`src/rtl/streaming_accumulator.sv`:
```
// -----------------------------------------------------------------------------
// streaming_accumulator
//
// Purpose:
//   Free-running accumulator. Every rising clock edge adds the unsigned input
//   sample to a running sum and bumps a sample counter. The sum wraps modulo
//   2^SUM_W, and a sticky flag records that a wrap has occurred. All outputs
//   are driven directly from registers.
//
// Parameters:
//   DATA_W        width of the input sample (unsigned)
//   SUM_W         width of the running sum and sample counter (SUM_W >= DATA_W)
//
// Ports:
//   clk           rising-edge clock for all state
//   reset         asynchronous, active-high; clears sum, count and overflow
//   data_in       sample added on every edge (zero-extended, never sign-extended)
//   sum_out       registered running sum since the last reset
//   overflow      sticky; set on any edge whose addition carries out of SUM_W
//   sample_count  registered number of edges accumulated since the last reset
// -----------------------------------------------------------------------------
module streaming_accumulator #(
    parameter int unsigned DATA_W = 16,
    parameter int unsigned SUM_W  = 32
) (
    input  logic              clk,
    input  logic              reset,
    input  logic [DATA_W-1:0] data_in,
    output logic [SUM_W-1:0]  sum_out,
    output logic              overflow,
    output logic [SUM_W-1:0]  sample_count
);

    logic [SUM_W-1:0] sum_q;
    logic [SUM_W-1:0] sum_d;
    logic [SUM_W-1:0] cnt_q;
    logic [SUM_W-1:0] cnt_d;
    logic             ovf_q;
    logic             ovf_d;
    logic             carry;

    always_comb begin
        // One extra bit on the adder captures the carry-out that marks a wrap.
        {carry, sum_d} = {1'b0, sum_q} + {1'b0, SUM_W'(data_in)};
        // Counter wrap is deliberately not fed into the overflow flag.
        cnt_d = cnt_q + SUM_W'(1);
        ovf_d = ovf_q | carry;
    end

    always_ff @(posedge clk or posedge reset) begin
        if (reset) begin
            sum_q <= '0;
            cnt_q <= '0;
            ovf_q <= 1'b0;
        end else begin
            sum_q <= sum_d;
            cnt_q <= cnt_d;
            ovf_q <= ovf_d;
        end
    end

    assign sum_out      = sum_q;
    assign sample_count = cnt_q;
    assign overflow     = ovf_q;

endmodule

```
`config.mk`:
```
export PLATFORM = sky130hd
export DESIGN_NAME = streaming_accumulator
export DESIGN_NICKNAME = d
export VERILOG_FILES = /design/src/rtl/streaming_accumulator.sv
export SDC_FILE = /design/constraint.sdc
export NUM_CORES = 1
export LEC_CHECK = 0
export CAP_MARGIN = 20
export CORE_MARGIN = 4
export CORE_UTILIZATION = 41
export CTS_CLUSTER_SIZE = 25
export DETAILED_ROUTE_END_ITERATION = 8
export PLACE_DENSITY = 0.74
export REMOVE_ABC_BUFFERS = 1
export SYNTH_ARGS = -nofsm -noshare
export SYNTH_HDL_FRONTEND = slang
export SYNTH_SLANG_ARGS = --single-unit
```
`constraint.sdc`:
```
create_clock -name clk -period 5.38 [get_ports clk]
set_clock_uncertainty 0.15 [all_clocks]
set_input_delay 1.076 -clock clk [delete_from_list [all_inputs] [get_ports clk]]
set_output_delay 1.076 -clock clk [all_outputs]
set_load 0.05 [all_outputs]
```
==> Word level (Yosys, flattened, before mapping) <==
Index checks and enable logic that the tools add are counted.
{ "classes": {"n_addsub": 2, "n_mul": 0, "n_div": 0, "magnitude_cmp": 0, "eq_ne": 0, "shift": 0, "muxes": 0, "n_bitwise": 1, "reduce_logical": 0} }
{ "ops": {"columns": ["operator", "n"], "rows": [
  ["$add A32 B16 Y33", 1],
  ["$add A32 B1 Y32 const B", 1],
  ["$or A1 B1 Y1", 1]
]} }
{ "word_totals": {"reg_bits": 65, "latchBits": 0, "mem_bits_rw": 0, "mem_bits_ro": 0, "input_bits": 18, "output_inout_bits": 65, "elab_cells": 6, "mem_count": 0} }

==> Longest topological paths before layout <==
Gate-level depths: netlist of run 1.
{ "depth": {"ltp_word": 2, "mapped_depth": 8, "depth_no_buf": 8} }

==> Worst setup path after synthesis of run 1 <==
Ideal clock, no wire load.
{ "synth_timing": {"kind": "input port to flip-flop", "from": "in data_in[0]", "to": "reg sum_q[12] (netlist: sum_out[12])", "setup_time_ns": 0.136, "t_arrival_ns": 2.904, "required_ns": 5.094, "slack_ns": 2.190, "stages": 8, "path_buffers": 0, "cell_sequence": "ha_1 -> fa_1 -> a21o_1 -> a221oi_2 -> o21bai_2 -> a2111oi_0 -> o21bai_2 -> a311oi_2"} }
{ "synth_between": {"elab_chain_len": 1} }
{ "synth_lines": {"columns": ["item", "line", "source"], "rows": [
  ["start, declared", "28", "input logic [DATA_W-1:0] data_in,"],
  ["$add A32 B16 Y33", "44", "{carry, sum_d} = {1'b0, sum_q} + {1'b0, SUM_W'(data_in)};"],
  ["named net sum_d[12]", "35", "logic [SUM_W-1:0] sum_d;"],
  ["end signal, assigned", "56", "sum_q <= sum_d;"],
  ["end, declared", "34", "logic [SUM_W-1:0] sum_q;"]
]} }
The timed path passes the listed nets, and every way through them passes these cells.

==> Final worst setup path of run 1 <==
Ends and elaborated chain as after synthesis.

==> results.json, run 1 <==
{
  "yosys.area_share.simple_pct": 15.22,
  "worstSkewPairLatency_ps": 330,
  "cts_buffers": 9,
  "synthMuxAreaShare_pct": 0.2970,
  "finalWirelength_mm": 7.390,
  "cp_common_cell": "o21bai_2",
  "drtIter0Drc": 89,
  "post-synth-top-area-cell": "dfrtp_1",
  "drtAntennaViolNets": 0,
  "async_reset_ff_share_pct": 100.0,
  "fin_util_pct": 58.24,
  "drc": 0,
  "final_cells": 506,
  "start_kind": "input port",
  "row_count": 32,
  "clockRootBuffer": "clkbuf_8",
  "vias": 2587,
  "yosys.area_share.xor_xnor_pct": 14.81,
  "numPlacedInstances": 490,
  "placed_area_mm2": 0.004317,
  "p_leak_nw": 2.037,
  "rsz0062_at_grt": "no",
  "worst_path_largest_cell_delay_ps": 490,
  "cts_setup_buffers": 0,
  "min_path_type": "flop to flop",
  "power.density_mw_per_mm2": 508.3,
  "wire_per_inst_um": 14.60,
  "synth_top_area_share_pct": 48.26,
  "ios": 83,
  "synthFlopType": "dfrtp_1",
  "final_common_cell": "clkdlybuf4s50_1",
  "crit_path_end_kind": "flop",
  "grt_pass1_vias": 2657,
  "die_w_um": 98.67,
  "cts_tree": "done",
  "multi_input_area_mm2": 0.001693,
  "synth_fa_ha_area_share_pct": 6.904,
  "grt_use_total_pct": 15.86,
  "post-dp-hpwl_mm": 5.615,
  "ctsLongestPathBuffers": 2,
  "antenna_found_initial": 0,
  "grt_max_degree": 44,
  "max_freq_mhz": 278.4,
  "syn_to_final_growth_pct": 35.60,
  "critPathRequiredTime_ps": 5410,
  "core_area_mm2": 0.007848,
  "critical_path_class": "input port to flop",
  "regArea_mm2": 0.001627,
  "finalCriticalPeriod_ps": 3592,
  "portBuffers": 82,
  "start_util_pct": 42.95,
  "post-route-period-util_pct": 66.77,
  "cp_cell_sequence": "clkdlybuf4s50_1 > ha_1 > fa_1 > a21o_1 > a221oi_2 > o21bai_2 > a2111oi_0 > o21bai_2 > a311oi_2",
  "cpMaxStageDelayCell": "a221oi_2",
  "tns_ps": 0,
  "synth.distinct_cells": 55,
  "num_antenna_cells": 0,
  "cts_sinks": 65,
  "nNetsFinal": 435,
  "ys_warn_count": 0,
  "path_buf_inv": 1,
  "grt_pass1_wl_mm": 12.70,
  "path_max_fanout": 4,
  "cts_resized": 0,
  "setup_viol": 0,
  "synth-seq-area-share_pct": 48.26,
  "fp.dieH_um": 98.67,
  "ys_top_cells_by_area": "dfrtp_1, xnor2_1, ha_1",
  "cp.arrival_ps": 3620,
  "ctsHoldBuffers": 0,
  "clk_pin_slew_ps": 70,
  "crit_start": "data_in[0]",
  "place_congestion": 0.8289,
  "tightest_slew_ps": 890.0,
  "peakVddDrop_mv": 0.3210,
  "hold_path_startpoint": "sample_count[31]$_DFF_PP0_",
  "timing_hold_violations_final": 0,
  "max_cap_viol_count": 0,
  "die-area_mm2": 0.009736,
  "routed_via_density": 5.113,
  "drt-pass1-iter-count": 4,
  "whs_ps": 336.1,
  "timing.rr.start": "sum_out[0]$_DFF_PP0_",
  "path_delay_family": "compound AO/OA/AOI/OAI gates",
  "final_layout_size_suffix_gt1_share_pct": 9.406,
  "htreeDepth": 3,
  "synthCells": 307,
  "synth_edf_count": 0,
  "syn-cell-area_mm2": 0.003371,
  "synth_top_family_by_area": "simple AND/OR/NAND/NOR gates",
  "slew_violations": 0,
  "fin_area_mm2": 0.004571,
  "synth-seq-cells": 65,
  "mostFrequentLayoutCells": "clkdlybuf4s50_1, dfrtp_1, xnor2_1, nand3_1, xor2_1",
  "n_fill_cell": 700,
  "max_slew_margin_pct": 40.58,
  "gr-total-overflow": 0,
  "status": "completed",
  "post_synth.cell_area_avg_um2": 10.98,
  "synth_compound_area_share_pct": 12.99
}
-- final timing paths --
| path | to | slack [ps] | cells after the start |
|---|---|---|---|
| min in group asynchronous | sample_count[11]$_DFF_PP0_ | 1110 | 2 |
| worst min-delay path | sample_count[31]$_DFF_PP0_ | 340 | 1 |
| worst max register to register | sum_out[12]$_DFF_PP0_ | 2570 | 8 |
| worst max-delay path | sum_out[12]$_DFF_PP0_ | 1790 | 9 |
| max in group asynchronous | sum_out[22]$_DFF_PP0_ | 3120 | 3 |
| worst min register to register | sample_count[31]$_DFF_PP0_ | 340 | 1 |
-- registers in the layout, indices dropped and copies added, names as in the netlist --
signal / count
overflow: 1
sample_count: 32
sum_out: 32
-- layer usage --
layer	vias to the layer above	routed length, um	track usage [%]
li1	1279	-	-
met1	1240	3366	20.92
met2	62	3630	25.79
met3	6	323	3.326
met4	0	70	5.882
met5	-	0	0
-- final cells by class --
class	count	area share [%]
Multi-Input combinational cell	229	37.04
Timing Repair Buffer	83	18.12
Clock inverter	4	2.163
Inverter	11	0.9034
Tap cell	102	2.792
Sequential cell	65	35.59
Clock buffer	12	3.394
-- worst register-to-register path: stages, from the launching register on --
cell and delay (ps):
dfrtp_1 390, ha_1 220, fa_1 400, a21o_1 220, a221oi_2 490, o21bai_2 130
a2111oi_0 410, o21bai_2 200, a311oi_2 70
-- cell usage after synthesis (3+ instances only) --
cell     count
o21ai_0      7
nand3_1     23
and4_1       3
inv_1       11
a31o_2       3
nor2_1      19
xor2_1      22
nand2_1     21
ha_1        17
xnor2_1     35
and3_1       7
a21o_1       4
nand4_1      5
a21oi_1     10
dfrtp_1     65
-- stage by stage --
stage / worst slack (ps) / total power, mW
floorplan: 2184 / 1.489
global placement: 1610 / 1.786
detailed placement: 1468 / 1.808
CTS: 1819 / 2.339
global route: 1501 / 2.460
finish: 1788 / 2.323
-- cells by family after synthesis --
group / Yosys count
xor+xnor: 57
compound gates: 56
simple gates: 97
buf+inv: 13
flops: 65
mux: 1
fa+ha+maj: 18
-- power breakdown --
part	leakage, nW	total (mW)	switching [mW]	internal, mW
Sequential	0.845	0.656	0.0729	0.583
Combinational	1.06	1.15	0.716	0.434
Clock	0.127	0.518	0.183	0.335
Total	2.04	2.32	0.972	1.35
Note: power is estimated with default switching activity, not from simulation.
==> inputs of run 2 (changes only) <==
- PLACE_DENSITY: 0.74 -> 0.77
- clock period: 5.38 -> 3.2 ns (I/O delays scaled with it)
==> results.json, run 2 (synthesis results as in run 1) <==
{
  "status": "completed",
  "cts_setup_buffers": 0,
  "fp.dieH_um": 98.67,
  "regToRegSetupSlack_ps": 700,
  "start_util_pct": 42.95,
  "place_congestion": 0.8862,
  "worstSkewPairLatency_ps": 330,
  "grt_max_degree": 41,
  "cts_resized": 0,
  "portBuffers": 82,
  "power.density_mw_per_mm2": 805.4,
  "swShare_pct": 44.27,
  "max_freq_mhz": 348.1,
  "routed_via_density": 5.102,
  "ctsHoldBuffers": 0,
  "fin_ws_ps": 327.2,
  "finalCriticalPeriod_ps": 2873,
  "mostFrequentLayoutCells": "clkdlybuf4s50_1, dfrtp_1, xnor2_1, nand3_1, xor2_1",
  "hold_path_startpoint": "sample_count[31]$_DFF_PP0_",
  "cp.arrival_ps": 2920,
  "setup_viol": 0,
  "timing_hold_violations_final": 0,
  "drt-pass1-iter-count": 4,
  "clkPwrFrac_pct": 16.2,
  "fin_area_mm2": 0.004514,
  "clk_pin_slew_ps": 70,
  "drtAntennaViolNets": 0,
  "comb_power_share_pct": 53.4,
  "cpMaxStageDelayCell": "clkdlybuf4s50_1",
  "worst_path_largest_cell_delay_ps": 400,
  "tightest_slew_ps": 548.2,
  "cts_buffers": 9,
  "syn_to_final_growth_pct": 33.93,
  "max_slew_margin_pct": 63.40,
  "rsz0062_at_grt": "no",
  "min_path_type": "flop to flop",
  "row_count": 32,
  "timing.rr.start": "sum_out[0]$_DFF_PP0_",
  "drtIter0Drc": 73,
  "final_layout_size_suffix_gt1_share_pct": 9.606,
  "switchingPower_mw": 1.610,
  "slew_violations": 0,
  "pre_cts_ws_ps": -24.89,
  "ctsLongestPathBuffers": 2,
  "critPathRequiredTime_ps": 3240,
  "core_area_mm2": 0.007848,
  "die-area_mm2": 0.009736,
  "die_w_um": 98.67,
  "p_int_mw": 2.026,
  "placed_area_mm2": 0.004352,
  "cp_cell_sequence": "clkdlybuf4s50_1 > ha_1 > fa_1 > a21o_1 > a221oi_2 > o21bai_2 > a2111oi_0 > o21bai_2 > a311oi_2",
  "cts_tree": "done",
  "p_leak_nw": 2.010,
  "vias": 2592,
  "grt_use_total_pct": 15.79,
  "wire_per_inst_um": 14.52,
  "path_buf_inv": 1,
  "ios": 83,
  "whs_path_depth": 1,
  "num_antenna_cells": 0,
  "grt_pass1_wl_mm": 12.53,
  "finalWirelength_mm": 7.377,
  "antenna_found_initial": 0,
  "nNetsFinal": 438,
  "clockRootBuffer": "clkbuf_8",
  "gr-total-overflow": 0,
  "p_seq_share_pct": 30.4,
  "drc": 0,
  "power_mw": 3.636,
  "cts_sinks": 65,
  "path_delay_family": "compound AO/OA/AOI/OAI gates",
  "hold_end": "sample_count[31]$_DFF_PP0_",
  "start_kind": "input port",
  "peakVddDrop_mv": 0.6207,
  "path_max_fanout": 2,
  "rr_worst_depth": 8,
  "post-dp-hpwl_mm": 5.639,
  "r2r-end": "sum_out[12]$_DFF_PP0_",
  "final_common_cell": "clkdlybuf4s50_1",
  "htreeDepth": 3,
  "cp_common_cell": "o21bai_2",
  "post-route-period-util_pct": 89.78,
  "critical_path_class": "input port to flop",
  "crit_path_end_kind": "flop",
  "grt_pass1_vias": 2594,
  "max_cap_viol_count": 0
}
-- run 2: cell count changes in the layout (fill, tap and decap cells not counted) --
cell	delta
buf_4	+2
bufinv_16	-3
buf_12	+1
clkinvlp_4	+1
clkbuf_1	+1
clkbuf_8	-1
clkinv_4	-1
clkinv_2	+2
-- run 2: layer usage --
layer | routed length [um] | up-vias | track usage (%)
li1 | - | 1275 | -
met1 | 3550 | 1245 | 21.05
met2 | 3364 | 65 | 24.70
met3 | 378 | 7 | 4.034
met4 | 82 | 0 | 6.197
met5 | 0 | - | 0
-- run 2: worst max path at each step --
| stage | start | endpoint | depth (start not counted) |
|---|---|---|---|
| global placement | data_in[0] | sum_out[12]$_DFF_PP0_ | 9 |
| finish | data_in[0] | sum_out[12]$_DFF_PP0_ | 9 |
| detailed placement | data_in[0] | sum_out[12]$_DFF_PP0_ | 9 |
| global route | data_in[0] | sum_out[12]$_DFF_PP0_ | 9 |
| floorplan | data_in[0] | sum_out[12]$_DFF_PP0_ | 8 |
| CTS | data_in[0] | sum_out[12]$_DFF_PP0_ | 9 |
-- run 2: power by group through the flow --
stage / Clock, mW / Sequential [mW] / Combinational (mW)
after floorplan: 0 / 1.60 / 0.908
after global placement: 0 / 1.11 / 1.92
after detailed placement: 0 / 1.12 / 1.95
after CTS: 0.609 / 1.11 / 1.95
after global routing: 0.644 / 1.13 / 2.10
final: 0.588 / 1.11 / 1.94
-- run 2: cell type report --
class	instances	area, um2
timing repair buffer	86	863.3
multi-input combinational	229	1693
fill	708	3333
sequential	65	1627
clock buffer	12	145.1
clock inverter	3	17.52
inverter	11	41.29
tap	102	127.6
-- run 2: worst reg2reg max path: cells and delay by family (launching register included) --
kind	cells	cell delay (ps)
AO/OA/AOI/OAI	6	1230
adder cells (fa/ha/maj)	2	610
flip-flops	1	380
-- run 2: per-stage QoR --
step	std cells	utilization [%]	setup TNS (ps)	hold slack, ps
6_report	508	57.53	0	319.3
5_1_grt	508	57.53	0	326.1
4_1_cts	508	57.53	0	322.2
3_5_place_dp	493	55.45	-39.10	309.6
3_3_place_gp	493	55.45	0	310.4
2_1_floorplan	305	-	0	561.6
==> inputs of run 3 (changes only) <==
- ABC_AREA: unset -> 1
- PLACE_DENSITY: 0.77 -> 0.75
==> results.json, run 3 <==
{
  "status": "completed",
  "critPathRequiredTime_ps": 2410,
  "yosys-top-cells-count": "nand2_1, inv_1, dfrtp_1",
  "regToRegSetupSlack_ps": 1100,
  "path_max_fanout": 6,
  "fin_util_pct": 54.87,
  "ios": 83,
  "vias": 3737,
  "drt-pass1-iter-count": 4,
  "yosys.area_share.simple_pct": 35.45,
  "power_mw": 3.951,
  "antenna_found_initial": 0,
  "gr-total-overflow": 0,
  "grt_max_degree": 28,
  "mostFrequentLayoutCells": "nand2_1, inv_1, clkdlybuf4s50_1, dfrtp_1, nor2_1",
  "ctsLongestPathBuffers": 2,
  "worstSkewPairLatency_ps": 350,
  "place_congestion": 0.8604,
  "cp_cell_sequence": "clkdlybuf4s50_1",
  "max_slew_margin_pct": 62.14,
  "nNetsFinal": 684,
  "cts_buffers": 9,
  "start_kind": "flop",
  "row_count": 36,
  "num_antenna_cells": 0,
  "grt_pass1_vias": 4019,
  "fin_area_mm2": 0.005339,
  "post_synth.cell_area_avg_um2": 7.385,
  "timing.rr.start": "sum_out[0]$_DFF_PP0_",
  "ys_warn_count": 0,
  "cts_sinks": 65,
  "tns_ps": 0,
  "rsz0062_at_grt": "no",
  "wire_per_inst_um": 12.99,
  "max_cap_viol_count": 0,
  "yosys.cell_count.top_type": "nand2_1",
  "post-dp-hpwl_mm": 8.067,
  "synthMuxAreaShare_pct": 0,
  "crit_path_end_kind": "output port",
  "path_delay_family": "buffers and inverters",
  "setup_viol": 0,
  "post-synth-top-area-cell": "dfrtp_1",
  "synth_top_family_by_area": "simple AND/OR/NAND/NOR gates",
  "cpMaxStageDelayCell": "clkdlybuf4s50_1",
  "core_area_mm2": 0.009729,
  "min_path_type": "flop to flop",
  "portBuffers": 82,
  "post-route-period-util_pct": 77.32,
  "synth-seq-cells": 65,
  "path_buf_inv": 1,
  "ctsHoldBuffers": 0,
  "cts_resized": 0,
  "slew_violations": 0,
  "timing_hold_violations_final": 0,
  "final_common_cell": "nand2_1",
  "p_leak_nw": 2.682,
  "peakVddDrop_mv": 0.3414,
  "worst_path_largest_cell_delay_ps": 850,
  "synth_compound_area_share_pct": 1.593,
  "synthFlopType": "dfrtp_1",
  "r2r-end": "sum_out[20]$_DFF_PP0_",
  "hold_end": "overflow$_DFF_PP0_",
  "drtIter0Drc": 85,
  "synthCells": 553,
  "start_util_pct": 41.98,
  "max_freq_mhz": 404.1,
  "drc": 0,
  "whs_path_depth": 1,
  "die_w_um": 107.8,
  "n_fill_cell": 937,
  "htreeDepth": 3,
  "tightest_slew_ps": 567.1,
  "final_layout_size_suffix_gt1_share_pct": 5.819,
  "synth_edf_count": 0,
  "power.density_mw_per_mm2": 740.0,
  "cp.arrival_ps": 1680,
  "drtAntennaViolNets": 0,
  "grt_pass1_wl_mm": 17.92,
  "hold_path_startpoint": "overflow$_DFF_PP0_",
  "syn-cell-area_mm2": 0.004084,
  "whs_ps": 327.7,
  "synth-seq-area-share_pct": 39.83,
  "finalCriticalPeriod_ps": 2474,
  "clockRootBuffer": "clkbuf_8",
  "ys_top_cells_by_area": "dfrtp_1, nand2_1, inv_1",
  "routed_via_density": 4.754,
  "clk_pin_slew_ps": 70,
  "cts_setup_buffers": 0,
  "finalWirelength_mm": 10.21,
  "crit_start": "sample_count[18]$_DFF_PP0_",
  "synth.distinct_cells": 30,
  "cts_tree": "done",
  "async_reset_ff_share_pct": 100.0,
  "fp.dieH_um": 107.8,
  "placed_area_mm2": 0.005086,
  "syn_to_final_growth_pct": 30.73,
  "die-area_mm2": 0.01162,
  "synth_fa_ha_area_share_pct": 5.699,
  "synth_top_area_share_pct": 39.83,
  "yosys.area_share.xor_xnor_pct": 9.436,
  "critical_path_class": "flop to output port",
  "grt_use_total_pct": 19.14,
  "rr_worst_depth": 11
}
-- run 3: cell count changes after synthesis, moves of 4 or more --
cell	previous run	this run
and3_1	7	1
nor3_1	2	14
inv_1	11	85
nand3_1	23	34
nand4_1	5	11
nor3_4	0	4
nand2_1	21	199
o21ai_0	7	1
nor2_1	19	43
nor2_2	2	6
xnor2_1	35	13
xor2_1	22	31
a21o_1	4	0
-- run 3: worst max path at each step --
| stage | slack (ps) | depth (start not counted) | endpoint |
|---|---|---|---|
| 3_5_place_dp | 430 | 12 | sum_out[20]$_DFF_PP0_ |
| 4_1_cts | 710 | 1 | sample_count[5] |
| 3_3_place_gp | 490 | 12 | sum_out[20]$_DFF_PP0_ |
| 2_1_floorplan | 780 | 1 | overflow$_DFF_PP0_ |
| 5_1_grt | 610 | 13 | sum_out[22]$_DFF_PP0_ |
| 6_report | 730 | 1 | sample_count[18] |
-- run 3: final cells by class --
cell class | count | area [um2] | area share, %
well taps | 133 | 166.4 | 3.117
repair buffers | 84 | 835.8 | 15.66
inverters | 87 | 326.6 | 6.117
multi-input cells | 401 | 2131 | 39.91
clock inverters | 6 | 115.1 | 2.156
flip-flops and latches | 65 | 1627 | 30.47
clock buffers | 10 | 137.6 | 2.578
-- run 3: cell families after synthesis --
group / Yosys count
AOI/OAI and AO/OA: 12
xor gates and xnor gates: 44
and+or+nand+nor: 327
adders and majority gates: 18
buffers and inverters: 87
DFF: 65
-- run 3: through the flow --
stage                     cells  worst slack [ps]
after floorplan             553             783.5
after global placement      770             486.2
after detailed placement    770             431.6
after CTS                   786             713.7
after global routing        786             614.2
final                       786             725.6
-- run 3: report_power, final --
group	switching [mW]	internal [mW]
logic	1.33	0.644
registers	0.122	0.975
clock network	0.343	0.541
-- run 3: routing by layer --
layer	routed length [um]	part of all wire, %	up-vias	GRT usage (%)
met5	0	0	-	0
met4	252	2.5	0	8.837
met3	417	4.1	19	2.819
met2	4988	49	93	32.73
met1	4552	45	1723	23.70
li1	-	-	1902	-
